--- src/rtl/fetch_sequencer.sv ---
// Fetch-stage PC sequencer: one outstanding request to a handshaked instruction memory,
// a 1-entry skid buffer behind the F/D slot, and execute-stage redirect with in-flight kill.
module fetch_sequencer #(
    parameter int                 WIDTH    = 32,
    parameter logic [WIDTH-1:0]   RESET_PC = '0
) (
    input  logic             i_clk,
    input  logic             i_rst,
    input  logic             i_stall_d,
    input  logic             i_redirect_e,
    input  logic [WIDTH-1:0] i_redirect_pc_e,
    output logic             o_imem_req_valid,
    input  logic             i_imem_req_ready,
    output logic [WIDTH-1:0] o_imem_req_addr,
    input  logic             i_imem_resp_valid,
    input  logic [31:0]      i_imem_resp_data,
    output logic [31:0]      o_instr_f,
    output logic [WIDTH-1:0] o_pc_f,
    output logic [WIDTH-1:0] o_pc_plus4_f,
    output logic             o_instr_valid_f
);

    // state | meaning
    // IDLE  | post-reset bubble; REQ next cycle
    // REQ   | request for r_pc presented to memory
    // WAIT  | one request outstanding, waiting for its response
    // HOLD  | response parked in skid buffer until the F/D slot frees up
    typedef enum logic [1:0] {IDLE, REQ, WAIT, HOLD} state_t;

    localparam logic [WIDTH-1:0] PC_STEP = WIDTH'(4);

    state_t           r_state, w_state;
    logic [WIDTH-1:0] r_pc, w_pc;
    logic [WIDTH-1:0] r_pc_inflight, w_pc_inflight;
    logic             r_kill, w_kill;
    logic             r_skid_valid, w_skid_valid;
    logic [31:0]      r_skid_instr, w_skid_instr;
    logic [WIDTH-1:0] r_skid_pc, w_skid_pc;
    logic             r_slot_valid, w_slot_valid;
    logic [31:0]      r_slot_instr, w_slot_instr;
    logic [WIDTH-1:0] r_slot_pc, w_slot_pc;

    logic             w_req_fire;
    logic             w_slot_free;

    assign w_req_fire  = (r_state == REQ) && i_imem_req_ready;
    assign w_slot_free = !r_slot_valid || !i_stall_d;

    always_comb begin
        w_state          = r_state;
        w_pc             = r_pc;
        w_pc_inflight    = r_pc_inflight;
        w_kill           = r_kill;
        w_skid_valid     = r_skid_valid;
        w_skid_instr     = r_skid_instr;
        w_skid_pc        = r_skid_pc;
        // a consumed slot empties unless something is loaded below
        w_slot_valid     = r_slot_valid && i_stall_d;
        w_slot_instr     = r_slot_instr;
        w_slot_pc        = r_slot_pc;
        o_imem_req_valid = 1'b0;

        case (r_state)
            IDLE: w_state = REQ;
            REQ: begin
                o_imem_req_valid = 1'b1;
                if (w_req_fire) begin
                    w_pc_inflight = r_pc;
                    w_pc          = r_pc + PC_STEP;
                    w_state       = WAIT;
                end
            end
            WAIT: begin
                if (i_imem_resp_valid) begin
                    if (r_kill) begin
                        w_kill  = 1'b0;
                        w_state = REQ;
                    end else if (w_slot_free) begin
                        w_slot_valid = 1'b1;
                        w_slot_instr = i_imem_resp_data;
                        w_slot_pc    = r_pc_inflight;
                        w_state      = REQ;
                    end else begin
                        w_skid_valid = 1'b1;
                        w_skid_instr = i_imem_resp_data;
                        w_skid_pc    = r_pc_inflight;
                        w_state      = HOLD;
                    end
                end
            end
            HOLD: begin
                if (w_slot_free) begin
                    w_slot_valid = 1'b1;
                    w_slot_instr = r_skid_instr;
                    w_slot_pc    = r_skid_pc;
                    w_skid_valid = 1'b0;
                    w_state      = REQ;
                end
            end
            default: w_state = IDLE;
        endcase

        // redirect overrides everything above, including a same-cycle response
        if (i_redirect_e) begin
            w_pc         = {i_redirect_pc_e[WIDTH-1:2], 2'b00};
            w_slot_valid = 1'b0;
            w_skid_valid = 1'b0;
            case (r_state)
                REQ: begin
                    if (w_req_fire) begin
                        w_kill  = 1'b1;
                        w_state = WAIT;
                    end else begin
                        w_state = REQ;
                    end
                end
                WAIT: begin
                    if (i_imem_resp_valid) begin
                        w_kill  = 1'b0;
                        w_state = REQ;
                    end else begin
                        w_kill  = 1'b1;
                        w_state = WAIT;
                    end
                end
                default: w_state = REQ;
            endcase
        end
    end

    always_ff @(posedge i_clk or posedge i_rst) begin
        if (i_rst) begin
            r_state       <= IDLE;
            r_pc          <= RESET_PC;
            r_pc_inflight <= '0;
            r_kill        <= 1'b0;
            r_skid_valid  <= 1'b0;
            r_skid_instr  <= '0;
            r_skid_pc     <= '0;
            r_slot_valid  <= 1'b0;
            r_slot_instr  <= '0;
            r_slot_pc     <= '0;
        end else begin
            r_state       <= w_state;
            r_pc          <= w_pc;
            r_pc_inflight <= w_pc_inflight;
            r_kill        <= w_kill;
            r_skid_valid  <= w_skid_valid;
            r_skid_instr  <= w_skid_instr;
            r_skid_pc     <= w_skid_pc;
            r_slot_valid  <= w_slot_valid;
            r_slot_instr  <= w_slot_instr;
            r_slot_pc     <= w_slot_pc;
        end
    end

    assign o_imem_req_addr = r_pc;
    assign o_instr_f       = r_slot_instr;
    assign o_pc_f          = r_slot_pc;
    assign o_pc_plus4_f    = r_slot_pc + PC_STEP;
    assign o_instr_valid_f = r_slot_valid;

endmodule

--- config.mk ---
export PLATFORM = sky130hd
export DESIGN_NAME = fetch_sequencer
export DESIGN_NICKNAME = d
export VERILOG_FILES = /design/src/rtl/fetch_sequencer.sv
export SDC_FILE = /design/constraint.sdc
export NUM_CORES = 1
export LEC_CHECK = 0
export CELL_PAD_IN_SITES_DETAIL_PLACEMENT = 1
export CELL_PAD_IN_SITES_GLOBAL_PLACEMENT = 1
export CORE_MARGIN = 10
export CORE_UTILIZATION = 39
export DETAILED_ROUTE_END_ITERATION = 8
export PLACE_DENSITY = 0.83
export SYNTH_ARGS = -nofsm -noshare
export SYNTH_HDL_FRONTEND = slang
export SYNTH_SLANG_ARGS = --single-unit
export TNS_END_PERCENT = 1
--- constraint.sdc ---
create_clock -name i_clk -period 7.3 [get_ports i_clk]
set_input_delay 1.095 -clock i_clk [delete_from_list [all_inputs] [get_ports i_clk]]
set_output_delay 1.095 -clock i_clk [all_outputs]
set_load 0.03 [all_outputs]
Yosys cells after proc, flatten, opt, wreduce, memory -nomap -nowiden:

Index checks and enable logic that the tools add are counted.

* flip-flop bits (word level): 196
* input port bits: 70
* output and inout port bits: 130
* word-level logic and storage cells: 72

* add/sub/neg operators: 2
* equality and inequality tests: 10
* muxes and demuxes: 35
* bitwise operators: 2
* reduce and logical (&&, ||, !) cells: 14

Operator list (number)
* $mux 32: 11
* $pmux 32 s2: 2
* $add 32x3->32 const B: 2
* $mux 2: 8
* $mux 1: 10
* $ne 3x3->1 const B: 3
* $ne 2x2->1 const B: 4
* $pmux 2 s4: 1
* $reduce_bool 2->1: 3
* $reduce_and 5->1: 1
* $eq 2x2->1 const B: 2
* $pmux 1 s2: 2
* $pmux 2 s2: 1
* $reduce_and 2->1: 2
* $reduce_and 4->1: 1
* $reduce_and 3->1: 1
* $eq 2x1->1 const B: 1
* $logic_and 1x1->1: 2
* $logic_not 1->1: 2
* $logic_not 2->1: 1
* $not 1->1: 2
* $logic_or 1x1->1: 1

Longest topological paths before layout:

Gate-level depths: netlist of run 1.

* depth in word-level cells: 7
* gate-level depth with buffers: 9
* depth with buffers taken out: 6

Worst setup path after synthesis of run 1:

No wires, ideal clock.

* path type: flip-flop to output port
* from: reg r_slot_pc[2], in the netlist o_pc_f[2]
* to: out o_pc_plus4_f[28]
* arrival time: 2.291 ns
* data required time: 6.205 ns
* path slack: 3.914 ns
* cell stages (with the launch flop): 6
* path buffers: 0
* cell sequence: dfrtp_1 > ha_1 > nand3_1 > nor4_1 > nand4_1 > xnor2_1

* longest elaborated chain between the ends: 1

Ends and longest elaborated chain
* start, declared: line 41 `logic [WIDTH-1:0] r_slot_pc, w_slot_pc;`
* start signal, assigned: line 153 `r_slot_pc <= w_slot_pc;`
* $add 32x3->32: line 160 `assign o_pc_plus4_f = r_slot_pc + PC_STEP;`
* end, declared: line 19 `output logic [WIDTH-1:0] o_pc_plus4_f,`

No other way between the ends.

Worst setup path in the final report of run 1:

* from: reg r_slot_pc[2], in the netlist o_pc_f[2]
* to: out o_pc_plus4_f[22]

Same word-level chain as after synthesis.

==> impl_metrics.py, run 1 <==
metrics = {
    "timing": {
        "fin_tns_setup_ps": 0,
        "fin_worst_hold_slack_ps": 477,
        "period_utilisation_layout": 0.524,
        "max_transition_viols_final": 0,
        "timing_hold_violations_final": 0,
        "grt_setup_unrepaired": "false",
        "worst_pin_slew_ps": 1140,
        "setup_viol": 0,
        "max_slew_margin": 0.242,
        "final_period_minus_worst_setup_slack_ps": 3830,
        "max_freq_mhz": 261,
        "finClkSkew_ps": 8.19,
    },
    "setup_path": {
        "startpoint_type": "flip-flop",
        "slowest_stage": "clkdlybuf4s50_1",
        "worstPathArrival_ps": 2730,
        "crit_path_max_incr_delay_ps": 710,
        "worst-setup-path-type": "flip-flop to output port",
        "cp_max_fo": 7,
        "crit_chain": "ha_1 > nand3_1 > nor4_1 > buf_4 > nand3_1 > xnor2_1 > clkdlybuf4s50_1",
        "cp_common_cell": "nand3_1",
        "critical_path_required_ps": 6200,
        "critPathTopFamily": "buffers and inverters",
        "crit_path_capture_type": "output port",
        "crit_buf_inv": 2,
    },
    "power": {
        "total_power_w": 0.00446,
        "p_leak_nw": 4.91,
        "power.sequential.fraction": 0.373,
        "power.clock.fraction": 0.216,
        "internal_power_w": 0.00269,
        "comb_power_share": 0.411,
        "switchingPower_w": 0.00177,
        "power_density_mw_per_mm2": 384,
        "netSwitchingFraction": 0.397,
        "ir_worst_vdd_mv": 0.189,
    },
    "drt": {
        "dr.max_layer_used": "met4",
        "drc": 0,
        "firstDrtPassIters": 4,
        "drt.antenna.violating_nets": 0,
        "total_routed_wirelength_mm": 24.5,
        "first_iter_violations": 305,
        "routed-via-count": 6683,
        "met2WireLength_mm": 11.7,
        "viasPerCell": 5.26,
        "wl_per_cell_um": 19.3,
        "drt-met1-wl_mm": 11.4,
        "met3WireLength_mm": 1.25,
    },
    "floorplan": {
        "area_enclosed_by_the_die_boundary_mm2": 0.0290,
        "die-width_um": 170,
        "initial_core_util": 0.400,
        "core_region_area_mm2": 0.0220,
        "pin_count": 200,
        "die_h_um": 170,
        "placementRows": 54,
    },
    "synthesis": {
        "post-synth-top-area-cell": "dfrtp_1",
        "synth_commonest_cells": "dfrtp_1, nand2_1, o21ai_0",
        "netlist_instances": 804,
        "post-synth-top-count-cell": "dfrtp_1",
        "most_frequently_used_flop_master_after_synthesis": "dfrtp_1",
        "ys_seq_area_frac": 0.534,
        "syn_area_mm2": 0.00882,
        "yosysTopAreaCellShare": 0.534,
        "synth.yosys.warnings": 0,
        "synth_area_per_cell_um2": 11.0,
        "synth_seq_cells": 188,
        "synth_cell_types": 49,
        "synth_async_sr_flop_share": 1.00,
        "top_cells_by_area_synth": "dfrtp_1, mux2_2, mux2i_1",
        "synth_edf_count": 0,
    },
    "job": {
        "cap_viol_max_count": 0,
    },
    "clocking": {
        "postCtsSetupRepairBufs": 0,
        "clock_buffer_count_from_cts": 17,
        "cts_max_path_buffers": 2,
        "cts_sink_cnt": 188,
        "h_tree_lvls": 4,
        "cts-root-buf": "clkbuf_16",
        "path_clk_slew_ps": 70,
        "post_cts_resize_count": 0,
        "tritoncts": "done",
        "clk-insertion-delay-late_ps": 430,
        "cts-hold-fix-buffers": 0,
    },
    "placed_design": {
        "post-dp-hpwl_mm": 17.6,
        "numPortBuffers": 191,
        "detailed_place.area_mm2": 0.0110,
        "globalplace.congestion": 0.810,
    },
    "hold_path": {
        "timing.hold.worst.class": "flip-flop to flip-flop",
    },
    "grt": {
        "grt_max_degree": 125,
        "global_route_wire_length_before_repair_mm": 39.8,
        "gr-total-overflow": 0,
        "grt_antenna_before_repair": 0,
        "via_count_of_the_first_global_routing_pass": 7330,
        "grtUsageTotal": 0.171,
    },
    "layout": {
        "design.final.nets": 1052,
        "fraction_of_layout_instances_using_a_drive_strength_above_1": 0.138,
        "final_area_mm2": 0.0116,
        "final_core_util": 0.526,
        "final.fill_count": 2375,
        "area_delta_synth_final_pct": 31.5,
        "insertedDiodeCount": 0,
    },
    "run_status": {
        "result_of_the_run": "complete, no violations",
    },
}
==> path summary, 6_finish.rpt <==
path / start / end / slack (ps) / cells past startpoint
max: o_pc_f[2]$_DFFE_PP0P_ / o_pc_plus4_f[22] / 3470 / 7
min: o_instr_f[14]$_DFFE_PP0P_ / o_instr_f[14]$_DFFE_PP0P_ / 480 / 2
max reg2reg: r_state[1]$_DFFE_PP0P_ / o_imem_req_addr[29]$_DFFE_PP0P_ / 4330 / 6
min reg2reg: o_instr_f[14]$_DFFE_PP0P_ / o_instr_f[14]$_DFFE_PP0P_ / 480 / 2
max in group asynchronous: i_rst / r_pc_inflight[26]$_DFFE_PP0N_ / 4570 / 3
min in group asynchronous: i_rst / o_instr_f[16]$_DFFE_PP0P_ / 1240 / 2
==> layer usage <==
metal  track usage  up-vias
met5             0        -
met4        0.0420        0
met3        0.0403       17
met2         0.282      150
met1         0.222     3344
li1              -     3172
==> final cells by class <==
class                   instances  area, µm²  area share
inverters                      16       67.6     0.00583
well taps                     280        350      0.0302
flip-flops and latches        188       4700       0.406
multi-input cells             554       3880       0.335
clock buffers                  21        480      0.0414
repair buffers                200       1980       0.171
clock inverters                11        129      0.0111
==> kinds of logic (layout without fill, tap and decap cells) <==
family | after synthesis | after routing | share of synthesized area
mux | 147 | 147 | 0.179
simple gates | 229 | 229 | 0.127
flops | 188 | 188 | 0.534
other cells | 1 | 6 | 0.000425
fa+ha+maj | 5 | 5 | 0.00710
compound gates | 128 | 128 | 0.0830
buf+inv | 67 | 248 | 0.0315
xor+xnor | 39 | 39 | 0.0387
==> metrics by stage <==
stage | setup WS (ps) | cells
floorplan | 1090 | 809
global placement | 3680 | 1238
detailed placement | 3590 | 1238
CTS | 3390 | 1270
global route | 3190 | 1270
finish | 3470 | 1270
==> cell usage in the layout, fill, tap and decap left out, types with 15 or more instances in the layout <==
master / n
clkbuf_16: 17
dfrtp_1: 188
inv_1: 15
xnor2_1: 31
o21ai_0: 85
clkdlybuf4s50_1: 191
mux2i_1: 63
nand3_1: 22
nand2_1: 109
nor2_1: 27
mux2_2: 84
==> worst register-to-register path, cell delays in order, from the launching register on <==
cell and delay (ps):
dfrtp_1 430, inv_1 140, ha_1 400, nand3_1 310, or4_1 860, or4_1 510, a31oi_1 230
==> power by group through the flow <==
stage                     registers, W  logic (W)  clock network [W]
final                          0.00166    0.00183           0.000963
after global routing           0.00171    0.00198            0.00103
after CTS                      0.00167    0.00186           0.000991
after detailed placement       0.00168    0.00185                  0
after global placement         0.00165    0.00180                  0
after floorplan                0.00190   0.000834                  0
==> registers in the layout (all words and copies together), names as in the netlist <==
signal and flops:
r_state 2, o_instr_valid_f 1, r_skid_instr 32, r_pc_inflight 30, o_instr_f 32, r_kill 1
o_pc_f 30, r_skid_pc 30, o_imem_req_addr 30
No activity file was read; power rests on OpenSTA's default activity.
==> run 2: changes to the inputs <==
- clock period: 7.3 -> 4 ns (I/O delays scaled with it)
==> run 2 against run 1 <==
Net effect:
- via count shrank 0.54%
- combinational power rose by 83%
- flip-flop and latch count unchanged
- clock power up 67%
- routed wire length fell by 3.0%
- non-clock buffer count up 1
- final cell count unchanged
- global-route usage fell by 0.43 points
- hold slack improved by 4.2 ps
- clock skew is 5.9 ps higher
- setup slack worse by 2900 ps
- highest routed layer unchanged
==> impl_metrics.py, run 2 (synthesized netlist as in run 1, its figures left out) <==
metrics = {
    "run_status": {
        "result_of_the_run": "complete, no violations",
    },
    "setup_path": {
        "critPathTopFamily": "buffers and inverters",
        "cp_max_fo": 7,
        "worstPathArrival_ps": 2830,
        "crit_path_max_incr_delay_ps": 730,
        "crit_chain": "ha_1 > nand3_1 > nor4_1 > buf_4 > nand4_1 > xnor2_1 > clkdlybuf4s50_1",
        "worst-setup-path-type": "flip-flop to output port",
        "startpoint_type": "flip-flop",
        "crit_path_capture_type": "output port",
        "crit_buf_inv": 2,
        "slowest_stage": "clkdlybuf4s50_1",
        "critical_path_required_ps": 3400,
    },
    "drt": {
        "first_iter_violations": 390,
        "firstDrtPassIters": 5,
        "drc": 0,
        "wl_per_cell_um": 18.7,
        "viasPerCell": 5.23,
        "total_routed_wirelength_mm": 23.8,
        "routed-via-count": 6647,
        "drt.antenna.violating_nets": 0,
    },
    "grt": {
        "met2_resource_use_gr": 0.274,
        "grtUsageTotal": 0.167,
        "gr-total-overflow": 0,
        "top_usage_layer": "met2",
        "grt.met1_usage": 0.214,
        "global_route_wire_length_before_repair_mm": 38.5,
        "groute.layer.met3.usage": 0.0440,
        "via_count_of_the_first_global_routing_pass": 7107,
        "grt_max_degree": 125,
        "grt_antenna_before_repair": 0,
    },
    "power": {
        "power_density_mw_per_mm2": 688,
        "p_leak_nw": 4.90,
        "ir_worst_vdd_mv": 0.297,
    },
    "clocking": {
        "clock_buffer_count_from_cts": 17,
        "cts_max_path_buffers": 2,
        "h_tree_lvls": 4,
        "cts-hold-fix-buffers": 0,
        "tritoncts": "done",
        "post_cts_resize_count": 0,
        "clk-insertion-delay-late_ps": 430,
        "postCtsSetupRepairBufs": 0,
        "cts_sink_cnt": 188,
        "path_clk_slew_ps": 70,
        "cts-root-buf": "clkbuf_16",
    },
    "timing": {
        "final_period_minus_worst_setup_slack_ps": 3430,
        "fin_worst_hold_slack_ps": 482,
        "max_slew_margin": 0.384,
        "max_freq_mhz": 291,
        "timing_hold_violations_final": 0,
        "worst_pin_slew_ps": 923,
        "setup_viol": 0,
        "grt_setup_unrepaired": "false",
        "fin_tns_setup_ps": 0,
        "period_utilisation_layout": 0.859,
        "finClkSkew_ps": 14.1,
        "max_transition_viols_final": 0,
    },
    "job": {
        "cap_viol_max_count": 0,
    },
    "layout": {
        "design.final.nets": 1053,
        "insertedDiodeCount": 0,
        "final.fill_count": 2391,
        "mostFrequentLayoutCells": "clkdlybuf4s50_1, dfrtp_1, nand2_1",
        "multi_input_comb_area_mm2": 0.00388,
        "area_delta_synth_final_pct": 31.7,
        "mostFrequentLayoutCell": "clkdlybuf4s50_1",
        "fraction_of_layout_instances_using_a_drive_strength_above_1": 0.138,
        "seqCellArea_mm2": 0.00470,
    },
    "floorplan": {
        "die-width_um": 170,
        "initial_core_util": 0.400,
        "die_h_um": 170,
        "core_region_area_mm2": 0.0220,
        "pin_count": 200,
        "placementRows": 54,
        "area_enclosed_by_the_die_boundary_mm2": 0.0290,
    },
    "placed_design": {
        "globalplace.congestion": 0.783,
        "post-dp-hpwl_mm": 17.2,
        "numPortBuffers": 191,
    },
    "hold_path": {
        "timing.hold.worst.class": "flip-flop to flip-flop",
    },
}
==> run 2: cell types whose count changed in the layout (fill, tap and decap cells not counted) <==
cell | previous run | this run
inv_6 | 3 | 1
inv_8 | 2 | 4
clkinv_4 | 1 | 5
clkbuf_8 | 4 | 0
clkinv_2 | 3 | 1
clkinv_8 | 0 | 1
bufinv_16 | 2 | 0
buf_4 | 9 | 5
buf_12 | 0 | 5
clkinvlp_4 | 1 | 3
==> run 2: path summary, 6_finish.rpt <==
| kind | slack (ps) | end | startpoint | cells after the start |
|---|---|---|---|---|
| setup / recovery | 570 | o_pc_plus4_f[28] | o_pc_f[2]$_DFFE_PP0P_ | 7 |
| setup reg to reg | 1170 | o_imem_req_addr[21]$_DFFE_PP0P_ | r_state[1]$_DFFE_PP0P_ | 6 |
| hold / removal | 480 | o_instr_f[3]$_DFFE_PP0P_ | o_instr_f[3]$_DFFE_PP0P_ | 2 |
| min in group asynchronous | 710 | o_pc_f[5]$_DFFE_PP0P_ | i_rst | 2 |
| hold reg to reg | 480 | o_instr_f[3]$_DFFE_PP0P_ | o_instr_f[3]$_DFFE_PP0P_ | 2 |
| max in group asynchronous | 2480 | r_skid_instr[10]$_DFFE_PP0P_ | i_rst | 3 |
==> run 2: tightest hold or removal path, cell delays in order (launching register included) <==
cell	delay [ps]
dfrtp_1	340
nand2_1	50
o21ai_0	60
==> run 2: layout make-up <==
cell class,instances,area share
clock buffers,17,0.0366
repair buffers,201,0.177
clock inverters,14,0.0115
well taps,280,0.0302
inverters,16,0.00550
flip-flops and latches,188,0.405
multi-input cells,554,0.334
==> run 2: per-stage QoR <==
stage	instance area, µm²	utilization	worst slack [ps]	power (W)	cells
2_1_floorplan	8840	-	980	0.00499	809
3_3_place_gp	11100	0.502	880	0.00632	1239
3_5_place_dp	11100	0.502	854	0.00645	1239
4_1_cts	11600	0.527	531	0.00811	1270
5_1_grt	11600	0.527	409	0.00849	1270
6_report	11600	0.527	565	0.00798	1270
==> run 2: layer usage <==
metal,routed length (µm),up-vias,share of wire
li1,-,3183,-
met1,11100,3301,0.46
met2,11300,144,0.47
met3,1210,19,0.051
met4,235,0,0.0099
met5,0,-,0
==> run 2: where the power goes <==
part | total, W | leakage, nW | internal, W | switching, W
logic | 0.00334 | 2.23 | 0.00144 | 0.00190
registers | 0.00303 | 2.40 | 0.00248 | 0.000547
clock network | 0.00161 | 0.270 | 0.000820 | 0.000793
==> run 3: changes to the inputs <==
- SETUP_SLACK_MARGIN: unset -> 0.1
==> results of run 3 <==
Same layout as run 2: the final DEF is identical, and so are final timing and power.
